$ cat config.mk
export PLATFORM = sky130hd
export DESIGN_NAME = sobel_window_compute
export DESIGN_NICKNAME = d
export VERILOG_FILES = /design/src/rtl/sobel_window_compute.sv
export SDC_FILE = /design/constraint.sdc
export NUM_CORES = 1
export LEC_CHECK = 0
export ABC_CLOCK_PERIOD_IN_PS = 5400
export BUFFER_PORTS_ARGS = -buffer_cell sky130_fd_sc_hd__buf_2
export CAP_MARGIN = 0
export CORE_MARGIN = 5
export CORE_UTILIZATION = 60
export CTS_BUF_LIST = sky130_fd_sc_hd__clkbuf_8
export DETAILED_ROUTE_END_ITERATION = 10
export PLACE_DENSITY = 0.75
export SLEW_MARGIN = 25
export SYNTH_ARGS = -nofsm -noshare
export SYNTH_HDL_FRONTEND = slang
export SYNTH_SLANG_ARGS = --single-unit
$ cat constraint.sdc
create_clock -name clk -period 5.4 [get_ports clk]
set_clock_uncertainty 0.15 [all_clocks]
set_input_delay 0 -clock clk [delete_from_list [all_inputs] [get_ports clk]]
set_output_delay 0 -clock clk [all_outputs]
set_load 0.005 [all_outputs]
$ cat src/rtl/sobel_window_compute.sv
// Sobel edge detector back end: 3x3 window, gradient stage, magnitude/threshold stage.
// Consumes one aligned three-row column per valid_i and emits one pixel per interior column.
module sobel_window_compute #(
  parameter int WIDTH     = 640,
  parameter int HEIGHT    = 480,
  parameter int THRESHOLD = 100
) (
  input  logic       clk,
  input  logic       rst,
  input  logic       valid_i,
  input  logic [7:0] data0_i,
  input  logic [7:0] data1_i,
  input  logic [7:0] data2_i,
  output logic [7:0] data_o,
  output logic       valid_o,
  output logic       edge_o,
  output logic       frame_done_o
);

  // Handshake: valid_i and valid_o are single-cycle qualifiers with no back-pressure.
  // Every cycle valid_i is high exactly one column is consumed; every cycle valid_o
  // is high exactly one result is presented and must be taken by the consumer.

  localparam int CW = $clog2(WIDTH);
  localparam int RW = $clog2(HEIGHT);

  logic [CW-1:0] r_col;
  logic [RW-1:0] r_row;
  logic [7:0]    r_w [0:2][0:2];
  logic          r_win_vld;
  logic          r_win_last;
  logic signed [10:0] r_gx;
  logic signed [10:0] r_gy;
  logic          r_g_vld;
  logic          r_g_last;

  logic          w_col_last;
  logic          w_row_last;
  logic [9:0]    w_gx_pos;
  logic [9:0]    w_gx_neg;
  logic [9:0]    w_gy_pos;
  logic [9:0]    w_gy_neg;
  logic signed [10:0] w_gx;
  logic signed [10:0] w_gy;
  logic [10:0]   w_ax;
  logic [10:0]   w_ay;
  logic [11:0]   w_mag;
  logic [7:0]    w_sat;
  logic          w_edge;

  assign w_col_last = (r_col == CW'(WIDTH - 1));
  assign w_row_last = (r_row == RW'(HEIGHT - 3));

  // Column/row position of the column currently being accepted.
  always_ff @(posedge clk or negedge rst) begin
    if (!rst) begin
      r_col      <= '0;
      r_row      <= '0;
      r_win_vld  <= 1'b0;
      r_win_last <= 1'b0;
    end else begin
      r_win_vld  <= valid_i && (r_col >= CW'(2));
      r_win_last <= valid_i && w_col_last && w_row_last;
      if (valid_i) begin
        if (w_col_last) begin
          r_col <= '0;
          r_row <= w_row_last ? '0 : r_row + 1'b1;
        end else begin
          r_col <= r_col + 1'b1;
        end
      end
    end
  end

  // Row 0 is the top of the window (oldest line), row 2 the bottom (newest line).
  always_ff @(posedge clk or negedge rst) begin
    if (!rst) begin
      for (int r = 0; r < 3; r++) begin
        for (int c = 0; c < 3; c++) begin
          r_w[r][c] <= '0;
        end
      end
    end else if (valid_i) begin
      for (int r = 0; r < 3; r++) begin
        r_w[r][0] <= r_w[r][1];
        r_w[r][1] <= r_w[r][2];
      end
      r_w[0][2] <= data2_i;
      r_w[1][2] <= data1_i;
      r_w[2][2] <= data0_i;
    end
  end

  // Each weighted sum is at most 4*255 = 1020, so 10 bits hold it exactly.
  always_comb begin
    w_gx_pos = {2'b0, r_w[0][2]} + {1'b0, r_w[1][2], 1'b0} + {2'b0, r_w[2][2]};
    w_gx_neg = {2'b0, r_w[0][0]} + {1'b0, r_w[1][0], 1'b0} + {2'b0, r_w[2][0]};
    w_gy_pos = {2'b0, r_w[2][0]} + {1'b0, r_w[2][1], 1'b0} + {2'b0, r_w[2][2]};
    w_gy_neg = {2'b0, r_w[0][0]} + {1'b0, r_w[0][1], 1'b0} + {2'b0, r_w[0][2]};
    w_gx     = $signed({1'b0, w_gx_pos}) - $signed({1'b0, w_gx_neg});
    w_gy     = $signed({1'b0, w_gy_pos}) - $signed({1'b0, w_gy_neg});
  end

  always_ff @(posedge clk or negedge rst) begin
    if (!rst) begin
      r_gx     <= '0;
      r_gy     <= '0;
      r_g_vld  <= 1'b0;
      r_g_last <= 1'b0;
    end else begin
      r_g_vld  <= r_win_vld;
      r_g_last <= r_win_last;
      if (r_win_vld) begin
        r_gx <= w_gx;
        r_gy <= w_gy;
      end
    end
  end

  // |G| is bounded by 2040, which fits the 12-bit sum before saturation.
  always_comb begin
    w_ax   = r_gx[10] ? 11'(-r_gx) : 11'(r_gx);
    w_ay   = r_gy[10] ? 11'(-r_gy) : 11'(r_gy);
    w_mag  = {1'b0, w_ax} + {1'b0, w_ay};
    w_sat  = (w_mag > 12'd255) ? 8'hFF : w_mag[7:0];
    w_edge = (w_sat >= 8'(THRESHOLD));
  end

  always_ff @(posedge clk or negedge rst) begin
    if (!rst) begin
      data_o       <= '0;
      edge_o       <= 1'b0;
      valid_o      <= 1'b0;
      frame_done_o <= 1'b0;
    end else begin
      valid_o      <= r_g_vld;
      frame_done_o <= r_g_vld && r_g_last;
      if (r_g_vld) begin
        data_o <= w_sat;
        edge_o <= w_edge;
      end
    end
  end

endmodule

# Yosys cells after proc, flatten, opt, wreduce, memory -nomap -nowiden
# Cells that the tools add are included.
# W data, S select, Z words.
[classes]
add_sub_neg = 15
n_lt_le_gt_ge = 3
eq_ne = 2
muxes = 5
n_reduce_logical = 5
[ops]
columns = ["cell", "n"]
rows = [
  ["$add A10 B8 Y10", 4],
  ["$add A8 B9 Y10", 4],
  ["$mux W11", 2],
  ["$neg A11 Y11", 2],
  ["$sub A10 B10 Y11", 2],
  ["$add A11 B11 Y12", 1],
  ["$gt A12 B8 Y1 const B", 1],
  ["$add A10 B1 Y10 const B", 1],
  ["$eq A10 B10 Y1 const B", 1],
  ["$ge A10 B2 Y1 const B", 1],
  ["$mux W10", 1],
  ["$add A9 B1 Y9 const B", 1],
  ["$eq A9 B9 Y1 const B", 1],
  ["$mux W9", 1],
  ["$ge A8 B7 Y1 const B", 1],
  ["$mux W8", 1],
  ["$logic_and A1 B1 Y1", 4],
  ["$reduce_and A2 Y1", 1],
]
[totals]
register_bits = 128
inputBits = 27
output_inout_bits = 11
word_cells = 51

# Depth between registers and ports, before layout
[depth]
ltp_word = 6
ltp_mapped = 15
depth_no_buf = 15

# Worst setup path before layout
# Ideal clock, no wire load.
[synth_timing]
path_kind = "register to register"
from = "reg r_w[50] in the netlist's numbering"
to = "reg r_gy[9]"
setup_time_ps = 69
arrival_ps = 3520
t_required_ps = 5181
setup_slack_ps = 1661
stages_incl_launch_ff = 13
n_path_buf = 0
period_less_slack_ps = 3739
path_cell_list = "dfrtp_1 inv_1 fa_1 fa_1 fa_1 inv_1 fa_1 nor2b_1 o21ai_0 a21boi_0 o211ai_1 a2111o_1 nand3_1"
[synth_between]
elab_chain_cells = 2
[synth_rtl]
columns = ["item", "line", "source"]
rows = [
  ["from (decl)", "29", "logic [7:0] r_w [0:2][0:2];"],
  ["from (signal, indexed assignment)", "85", "r_w[r][0] <= r_w[r][1];"],
  ["from (signal, indexed assignment)", "86", "r_w[r][1] <= r_w[r][2];"],
  ["$add A10 B8 Y10", "99", "w_gy_neg = {2'b0, r_w[0][0]} + {1'b0, r_w[0][1], 1'b0} + {2'b0, r_w[0][2]};"],
  ["$sub A10 B10 Y11", "101", "w_gy = $signed({1'b0, w_gy_pos}) - $signed({1'b0, w_gy_neg});"],
  ["to (signal assigned)", "115", "r_gy <= w_gy;"],
  ["to (decl)", "33", "logic signed [10:0] r_gy;"],
]
# Every way passes these cells.
# A chain may end at the register's enable or synchronous reset.

# Worst setup path after layout
[layout_timing]
from = "reg r_w[0] in the netlist's numbering"
to = "reg r_gx[9]"
[layout_between]
elab_chain_cells = 2
[layout_rtl]
columns = ["item", "line", "source"]
rows = [
  ["$add A10 B8 Y10", "96", "w_gx_pos = {2'b0, r_w[0][2]} + {1'b0, r_w[1][2], 1'b0} + {2'b0, r_w[2][2]};"],
  ["$sub A10 B10 Y11", "100", "w_gx = $signed({1'b0, w_gx_pos}) - $signed({1'b0, w_gx_neg});"],
  ["to (signal assigned)", "114", "r_gx <= w_gx;"],
  ["to (decl)", "32", "logic signed [10:0] r_gx;"],
]
# Every way passes these cells.

==> results_dict.tcl <==
set metrics [dict create \
    status "finished with violations" \
    violations "hold timing" \
    die_w_um 125 \
    yosysTopAreaCellShare_pct 40.3 \
    grt_pass1_wl_mm 27.7 \
    detail-route-antenna-nets 0 \
    crit_required_ps 5640 \
    synthTopCellsByArea "dfrtp_1, fa_1, ha_1, mux2_2, o21ai_0" \
    root_buffer "clkbuf_8" \
    worstSetupPathType "reg -> reg" \
    dp_hpwl_mm 11.3 \
    cp_data_arrival_time_ps 4290 \
    ys_ff_latch 128 \
    htreeDepth 4 \
    fp.dieH_um 125 \
    wl_per_cell_um 15.9 \
    synthAdderAreaFrac_pct 22.3 \
    grt_max_degree 98 \
    finalSetupViolations 0 \
    wl_mm 15.7 \
    coreArea_um2 13100 \
    maxCapViolCount 0 \
    hold-worst-slack_ps -5.17 \
    fp.dieArea_um2 15600 \
    num_vias 5481 \
    tightest_slew_ps 912 \
    firstDrtPassIters 5 \
    drive_gt1_share_pct 15.6 \
    synth_cells 731 \
    cp_max_fo 3 \
    hold_viol 3 \
    avgSynthCellArea_um2 10.9 \
    yosysTopAreaCell "dfrtp_1" \
    drc 0 \
    synth_top_family_by_area "adder cells" \
    p_per_area_nw_per_um2 704 \
    synth.distinct_cells 56 \
    insertion_delay_ps 450 \
    cts_sinks 128 \
    synth_mux_area_share_pct 6.06 \
    tns_ps 0 \
    period_minus_slack_ps 4050 \
    syn-num-nets 862 \
    synth-edff-count 0 \
    cts_made_buffers 17 \
    post-cts-setup-buffer-count 0 \
    ys.flop_type "dfrtp_1" \
    crit_path_end_kind "flip-flop" \
    cp-start-kind "flip-flop" \
    yosysSeqAreaShare_pct 40.3 \
    slew_headroom_pct 39.2 \
    slew_violations 0 \
    max-clock-path-buffers 2 \
    synth-simple-area-share_pct 10.0 \
    yosysMostFrequentCell "dfrtp_1" \
    synthArstFlopShare_pct 100 \
    fmax_mhz 247 \
    dp_slack_ps 1370 \
    numPortBuffers 37 \
    setup_slack_ps 1350 \
    io_pins 38 \
    yosysWarnings 0 \
    antenna_found_initial 0 \
    grt_util_all_layers_pct 21.5 \
    final_core_util_pct 68.5 \
    row_count 42 \
    cts_resized 0 \
    first_iter_violations 376 \
    timing.final.crit_share_pct 75.1 \
    initial_core_util_pct 60.5 \
    first_global_vias 5861 \
    synth_common_cells "dfrtp_1, inv_1, o21ai_0" \
    overflow 0 \
    synth_xor_area_share_pct 4.08 \
    syn_to_final_growth_pct 13.3 \
    filler_cell_count 979 \
    rsz0062_at_grt "no" \
    drt-vias-per-instance 5.57 \
    min_path_type "in -> async" \
    cts_tree "yes" \
    synth_compound_area_share_pct 12.1 \
    gp_congestion 0.863 \
    p_leak_uw 0.00399 \
    diodes 0 \
    nets 926 \
    path_clk_slew_ps 80 \
    vdd_drop_max_mv 0.337 \
    synth_area_um2 7950 \
]
stage by stage:
stage | area [um^2] | instances | hold slack, ps | total power (uW)
after floorplan | 7950 | 731 | -446 | 4550
after global placement | 8270 | 921 | -62.4 | 5210
after detailed placement | 8270 | 921 | -50.0 | 5400
after CTS | 9000 | 984 | 2.50 | 6330
after global routing | 9000 | 984 | 64.9 | 6960
final | 9000 | 984 | -5.17 | 6330
sequential cells by signal, summed over array words and instances, names as in the netlist:
register      count
r_win_last        1
r_w              72
r_win_vld         1
r_col            10
edge_o            1
valid_o           1
r_g_last          1
frame_done_o      1
data_o            8
r_gx             11
r_g_vld           1
r_gy             11
r_row             9
worst paths after layout:
path                                 startpoint                  end  slack (ps)  cells past startpoint
max reg2reg                  r_w[0]$_DFFE_PN0P_  r_gx[9]$_DFFE_PN0P_        1350                     14
min in group clk                     data2_i[3]  r_w[51]$_DFFE_PN0P_         140                      4
max in group asynchronous                   rst  r_w[38]$_DFFE_PN0P_        4010                      3
max                          r_w[0]$_DFFE_PN0P_  r_gx[9]$_DFFE_PN0P_        1350                     14
min reg2reg                r_win_last$_DFF_PN0_   r_g_last$_DFF_PN0_         220                      0
min                                         rst   edge_o$_DFFE_PN0P_          -5                      2
routing by layer:
layer  GRT usage, %  wire [um]
met5              0          0
met4           5.48        170
met3           4.69        710
met2           36.3       7880
met1           28.5       6910
cell type report:
class	instances	area (um^2)	share of cell area [%]
Tap cell	176	220	2.45
Multi-Input combinational cell	496	4340	48.2
Timing Repair Buffer	70	519	5.77
Sequential cell	128	3200	35.6
Inverter	82	308	3.42
Clock buffer	18	248	2.75
Clock inverter	14	166	1.85
worst max-delay path, cell delays in order (launching register included):
cell and delay, ps:
dfrtp_1 400, inv_1 90, fa_1 540, inv_1 50, fa_1 380, fa_1 520
ha_1 170, inv_1 50, fa_1 400, nor2b_1 130, o21ai_0 110, a21boi_0 380
o211ai_1 170, a2111o_1 380, nand3_1 80
cell families (layout without fill, tap and decap cells):
family / after synthesis / after routing
compound gates: 152 / 152
xor+xnor: 37 / 37
fa+ha+maj: 104 / 104
buf+inv: 107 / 184
flops: 128 / 128
mux: 43 / 43
simple gates: 160 / 160
placed cells by master, fill, tap and decap left out, types with 4 or more instances in the layout:
cell and instances:
ha_1 41, nand2b_1 4, inv_1 83, o31ai_1 13, nand4_1 9, nor2_1 18
buf_2 35, dlygate4sd3_1 31, nor3_1 6, nand2_1 70, or3_1 8, nor2b_1 7
o211ai_1 5, xnor2_1 30, xor2_1 7, a21o_1 6, a31oi_1 9, mux2_2 41
nand3_1 10, nor4_1 6, a21oi_1 11, and3_1 5, o21a_1 5, o21ai_0 74
o22a_2 8, clkbuf_8 18, fa_1 63, dfrtp_1 128
power by group:
group,leakage [uW],switching [uW],total [uW],internal (uW)
registers,0.00154,217,1380,1170
clock network,0.000206,395,862,467
logic,0.00225,2210,4090,1870
repair_timing:
action                     4_1_cts  5_1_grt
setup endpoints to repair        0        0
hold endpoints to repair        90        0
hold buffers                    31        0
(Power assumes the default switching activity.)
